<file path="config.mk">
export PLATFORM = sky130hd
export DESIGN_NAME = crc16_framer
export DESIGN_NICKNAME = d
export VERILOG_FILES = /design/src/rtl/crc16_framer.sv
export SDC_FILE = /design/constraint.sdc
export NUM_CORES = 1
export LEC_CHECK = 0
export BUFFER_PORTS_ARGS = -buffer_cell sky130_fd_sc_hd__buf_2
export CAP_MARGIN = 10
export CORE_AREA = 2 2 82 84
export CTS_CLUSTER_SIZE = 20
export DETAILED_ROUTE_END_ITERATION = 6
export DIE_AREA = 0 0 84 86
export PLACE_DENSITY = 0.66
export SLEW_MARGIN = 10
export SYNTH_ARGS = -nofsm -noshare
export SYNTH_HDL_FRONTEND = slang
export SYNTH_SLANG_ARGS = --single-unit
</file>
<file path="constraint.sdc">
create_clock -name clk -period 3.25 [get_ports clk]
set_clock_uncertainty 0.1 [all_clocks]
set_input_delay 0.1625 -clock clk [delete_from_list [all_inputs] [get_ports clk]]
set_output_delay 0.1625 -clock clk [all_outputs]
set_load 0.05 [all_outputs]
</file>
<file path="src/rtl/crc16_framer.sv">
// CRC-16 (poly 0x8005, MSB-first, unreflected) framer: forwards payload bytes unchanged
// and appends the CRC high byte then the low byte, flagging the low byte as end-of-frame.
module crc16_framer #(
    parameter logic [15:0] CRC_INIT   = 16'h0000,
    parameter logic [15:0] CRC_XOROUT = 16'h0000
) (
    input  logic        clk,
    input  logic        rst,
    input  logic [7:0]  s_data,
    input  logic        s_valid,
    input  logic        s_last,
    output logic        s_ready,
    output logic [7:0]  m_data,
    output logic        m_valid,
    output logic        m_last,
    input  logic        m_ready,
    output logic [15:0] crc_last,
    output logic [15:0] frame_cnt
);

    typedef enum logic [1:0] {
        PAYLOAD = 2'd0,
        CRC_HI  = 2'd1,
        CRC_LO  = 2'd2
    } state_t;

    state_t      state, state_nxt;
    logic [15:0] crc, crc_nxt;
    logic [15:0] crc_out;
    logic [7:0]  m_data_nxt;
    logic        m_valid_nxt;
    logic        m_last_nxt;
    logic        out_free;
    logic        frame_done;

    // One byte of the serial shift register, unrolled into a flat XOR network.
    function automatic logic [15:0] crc_step(input logic [15:0] c, input logic [7:0] d);
        logic [15:0] r;
        logic        fb;
        r = c;
        for (int i = 7; i >= 0; i--) begin
            fb = r[15] ^ d[i];
            r  = {r[14:0], 1'b0};
            if (fb) begin
                r = r ^ 16'h8005;
            end
        end
        return r;
    endfunction

    assign out_free = !m_valid || m_ready;
    assign crc_out  = crc ^ CRC_XOROUT;
    assign s_ready  = (state == PAYLOAD) && out_free;

    always_comb begin
        state_nxt   = state;
        crc_nxt     = crc;
        m_data_nxt  = m_data;
        m_valid_nxt = m_valid;
        m_last_nxt  = m_last;
        frame_done  = 1'b0;
        if (out_free) begin
            m_valid_nxt = 1'b0;
            unique case (state)
                PAYLOAD: begin
                    if (s_valid) begin
                        m_data_nxt  = s_data;
                        m_valid_nxt = 1'b1;
                        m_last_nxt  = 1'b0;
                        crc_nxt     = crc_step(crc, s_data);
                        if (s_last) begin
                            state_nxt = CRC_HI;
                        end
                    end
                end
                CRC_HI: begin
                    m_data_nxt  = crc_out[15:8];
                    m_valid_nxt = 1'b1;
                    m_last_nxt  = 1'b0;
                    state_nxt   = CRC_LO;
                end
                CRC_LO: begin
                    m_data_nxt  = crc_out[7:0];
                    m_valid_nxt = 1'b1;
                    m_last_nxt  = 1'b1;
                    crc_nxt     = CRC_INIT;
                    frame_done  = 1'b1;
                    state_nxt   = PAYLOAD;
                end
                default: begin
                    state_nxt = PAYLOAD;
                end
            endcase
        end
    end

    always_ff @(posedge clk or negedge rst) begin
        if (!rst) begin
            state   <= PAYLOAD;
            crc     <= CRC_INIT;
            m_data  <= 8'h00;
            m_valid <= 1'b0;
            m_last  <= 1'b0;
        end else begin
            state   <= state_nxt;
            crc     <= crc_nxt;
            m_data  <= m_data_nxt;
            m_valid <= m_valid_nxt;
            m_last  <= m_last_nxt;
        end
    end

    // Frame statistics move on the edge that loads the CRC low byte.
    always_ff @(posedge clk or negedge rst) begin
        if (!rst) begin
            crc_last <= 16'h0000;
        end else if (frame_done) begin
            crc_last <= crc_out;
        end
    end

    always_ff @(posedge clk or negedge rst) begin
        if (!rst) begin
            frame_cnt <= 16'h0000;
        end else if (frame_done) begin
            frame_cnt <= frame_cnt + 16'd1;
        end
    end

endmodule
</file>
==> qor.log <==
[outcome] outcome finished clean
[route] WL per Instance 14.7 µm
[critical_path] Worst Setup EP crc[15]$_DFFE_PN0P_
[place] placer's final routability congestion estimate 0.812
[floorplan] num ports 56
[run] max-capacitance violation count 0
[layout] Antenna diodes 0
[sta] endpoints failing hold 0
[grt] via count of the first global-routing pass 1,982
[yosys] number of library cell types mapped by synthesis 27
[clock_network] count of instances resized after the clock tree is built 0
[min_path] worst min path class input port to register
[power] Pwr per Cell Area 1160 nW/µm²
[place] Port-buffer cells 55
[grt] initial antenna violation count 0
[critical_path] required time at the worst-slack endpoint 3420 ps
[critical_path] reg-to-reg critical path startpoint state[0]$_DFFE_PN0P_
[sta] setup repair after global routing missed its margin no
[clock_network] CTS Buffer Depth 2
[grt] grt total ovfl 0
[yosys] asr flop ratio synth 100%
[yosys] area leader, netlist dfrtp_1
[sta] shortest period the worst path allows 2270 ps
[critical_path] worst-path maximum fanout 24
[sta] total count of max-transition violations in the final report 0
[yosys] EDFF count, synth 0
[yosys] most used flip-flop cell after synthesis dfrtp_1
[layout] signed area change from the synthesized netlist to the final layout 20.7%
[sta] fmax 440 MHz
[floorplan] height of the chip 86 µm
[clock_network] root buffer cell clkbuf_8
[yosys] share of synthesized cell area in full adder, half adder and majority cells 2.71%
[yosys] Post-Syn Area per Cell 11.5 µm²
[floorplan] die area 7220 µm²
[yosys] synthesized-area fraction occupied by xor and xnor cells 12.4%
[floorplan] initial core utilization 44.1%
[yosys] most common cell in the synthesized netlist dfrtp_1
[clock_network] TritonCTS clock tree done
[sta] Final setup violation count 0
[route] detailed router's first-iteration violation count 82
[route] Routed WL 5.64 mm
[yosys] simple-gate share of the synthesized area 10.2%
[yosys] number of standard cells after synthesis 240
[floorplan] placeable core area 6280 µm²
[sta] transition time at the pin with the least slew margin 797 ps
[critical_path] CP Launch Type register
[route] total via count in the routed design 1,940
[critical_path] endpoint of the most critical register-to-register path crc[15]$_DFFE_PN0P_
[grt] global-route wire length before repair 9.54 mm
[critical_path] type of the setup path with the least slack register to register
[yosys] number of synthesized register bits 60
[clock_network] CTS buffer count 9
[yosys] sequential share of the synthesized area 54.3%
[clock_network] deepest level of the CTS H-tree 3
[power] leakage power of the design 1.67 nW
[yosys] most numerous cell types in the synthesized netlist dfrtp_1, nand2_1, o21ai_0
[grt] gr usage total 16.9%
[critical_path] R2R Setup Slk 980 ps
[layout] fill cell total of the finished layout 577
[critical_path] Worst setup EP type register
[critical_path] path depth of the worst reg2reg path 8
[critical_path] Worst Path Arrival 2440 ps
[critical_path] dominant cell type by count on the critical path buf_4
[route] antenna-violating nets left 0
[yosys] yosys synthesis warning count 0
[yosys] largest cells by area after synthesis dfrtp_1, mux2_2, xnor2_1, nand2_1, o21ai_0
[clock_network] clock transition at the register clock pins on the worst setup and hold paths after CTS 60 ps
[route] routed vias/inst 5.05
[critical_path] cells traversed along the worst timing path inv_1 > ha_1 > buf_4 > mux2_2 > nand2_1 > buf_4 > nor2_1 > a22o_2
[floorplan] width of the die 84 µm
[route] DRC violations left 0
[yosys] top cell type's share of synthesized area 54.3%
[sta] post-route clock period utilization 69.9%
[critical_path] startpoint of the most critical setup path state[0]$_DFFE_PN0P_
[layout] ratio of cells with drive above 1 in the final layout 31.3%
[place] post-detailed-placement half-perimeter wirelength 4.05 mm
[yosys] compound-gate portion of the synthesized area 10.6%
[route] Detailed Routing Iterations Pass 1 4
[power] worst ir drop on vdd 0.584 mV
[yosys] post-synthesis net count 259
[yosys] post-synthesis mux area share 8.14%
[layout] final cell count without fillers 384
[yosys] dominant combinational cell family by area after synthesis XOR/XNOR gates
[layout] nets 322
[critical_path] Max stage delay cell, worst path nor2_1
[clock_network] clock sink count 60
[grt] pin count of the biggest net entering global routing 37
[critical_path] stage delay of the slowest cell on the critical path 460 ps
[floorplan] number of rows created at floorplan 29
[sta] worst-case hold slack 56.1 ps
[sta] TNS Setup 0 ps
[yosys] total standard cell area after synthesis 2770 µm²
[sta] headroom to the max-slew limit 46.9%
[clock_network] worst skew pair latency 330 ps
[place] Cell Count Post-Placement 368
==> critical path: cells and delay by family (launching register included) <==
| kind | cells | cell delay (ps) |
|---|---|---|
| mux | 1 | 180 |
| simple gates | 2 | 510 |
| compound gates | 1 | 230 |
| buf+inv | 3 | 570 |
| flops | 1 | 410 |
| fa+ha+maj | 1 | 200 |
==> registers in the layout (all words and copies together) (netlist names) <==
name	count
crc_last	16
m_last	1
frame_cnt	16
m_valid	1
crc	16
m_data	8
state	2
==> cell type report <==
cell class	count	area [µm²]	share of cell area (%)
well taps	77	96.3	2.88
multi-input cells	168	1220	36.5
flip-flops and latches	60	1500	45.0
inverters	3	11.3	0.337
repair buffers	61	323	9.67
clock inverters	1	5.00	0.150
clock buffers	14	183	5.47
==> cell families (layout without fill, tap and decap cells) <==
family          Yosys count  count (layout)
xor+xnor                 36              36
fa+ha+maj                 6               6
buf+inv                  12              79
flops                    60              60
mux                      20              20
compound gates           46              46
simple gates             60              60
==> timing repair <==
action / 4_1_cts / 5_1_grt
hold endpoints to repair: 34 / 0
hold buffers: 1 / 0
buffers inserted: 0 / 0
==> worst min path at each step <==
stage | startpoint | to | slack, ps | depth (start not counted)
final | s_data[2] | m_data[2]$_DFFE_PN0P_ | 60 | 3
after global routing | s_data[2] | m_data[2]$_DFFE_PN0P_ | 90 | 3
after CTS | s_data[2] | m_data[2]$_DFFE_PN0P_ | 40 | 3
after detailed placement | rst | frame_cnt[8]$_DFFE_PN0P_ | 200 | 1
after global placement | rst | frame_cnt[7]$_DFFE_PN0P_ | 190 | 1
after floorplan | rst | crc[0]$_DFFE_PN0P_ | -230 | 0
==> cell usage in the layout (no fill, tap or decap), types with 5 or more instances in the layout <==
| cell | instances |
|---|---|
| a22o_1 | 8 |
| nand3_1 | 5 |
| buf_4 | 5 |
| ha_1 | 6 |
| mux2_2 | 20 |
| xnor2_1 | 21 |
| clkbuf_8 | 13 |
| xor2_1 | 13 |
| dfrtp_1 | 60 |
| a22oi_1 | 8 |
| nand2b_1 | 6 |
| nand2_1 | 32 |
| buf_2 | 55 |
| o21ai_0 | 23 |
==> routing by layer <==
| layer | share of wire, % | track usage [%] | vias up | wire length, µm |
|---|---|---|---|---|
| li1 | - | - | 959 | - |
| met1 | 45 | 21.0 | 929 | 2550 |
| met2 | 48 | 27.2 | 46 | 2730 |
| met3 | 4.9 | 5.29 | 6 | 275 |
| met4 | 1.6 | 7.77 | 0 | 89 |
| met5 | 0 | 0 | - | 0 |
==> metrics by stage <==
step	utilization [%]	total power [mW]	setup WS [ps]	cell area (µm²)
final	53.2	3.86	977	3340
after global routing	53.2	4.11	749	3340
after CTS	53.2	3.90	963	3340
after detailed placement	50.0	3.26	982	3140
after global placement	50.0	3.23	1070	3140
after floorplan	-	2.81	1190	2770
==> power by group <==
group	internal, mW	switching, mW	leakage, nW
clock network	0.355	0.271	0.0986
registers	1.02	0.217	0.773
logic	0.719	1.27	0.799
total	2.10	1.76	1.67
Note: power is estimated with default switching activity, not from simulation.
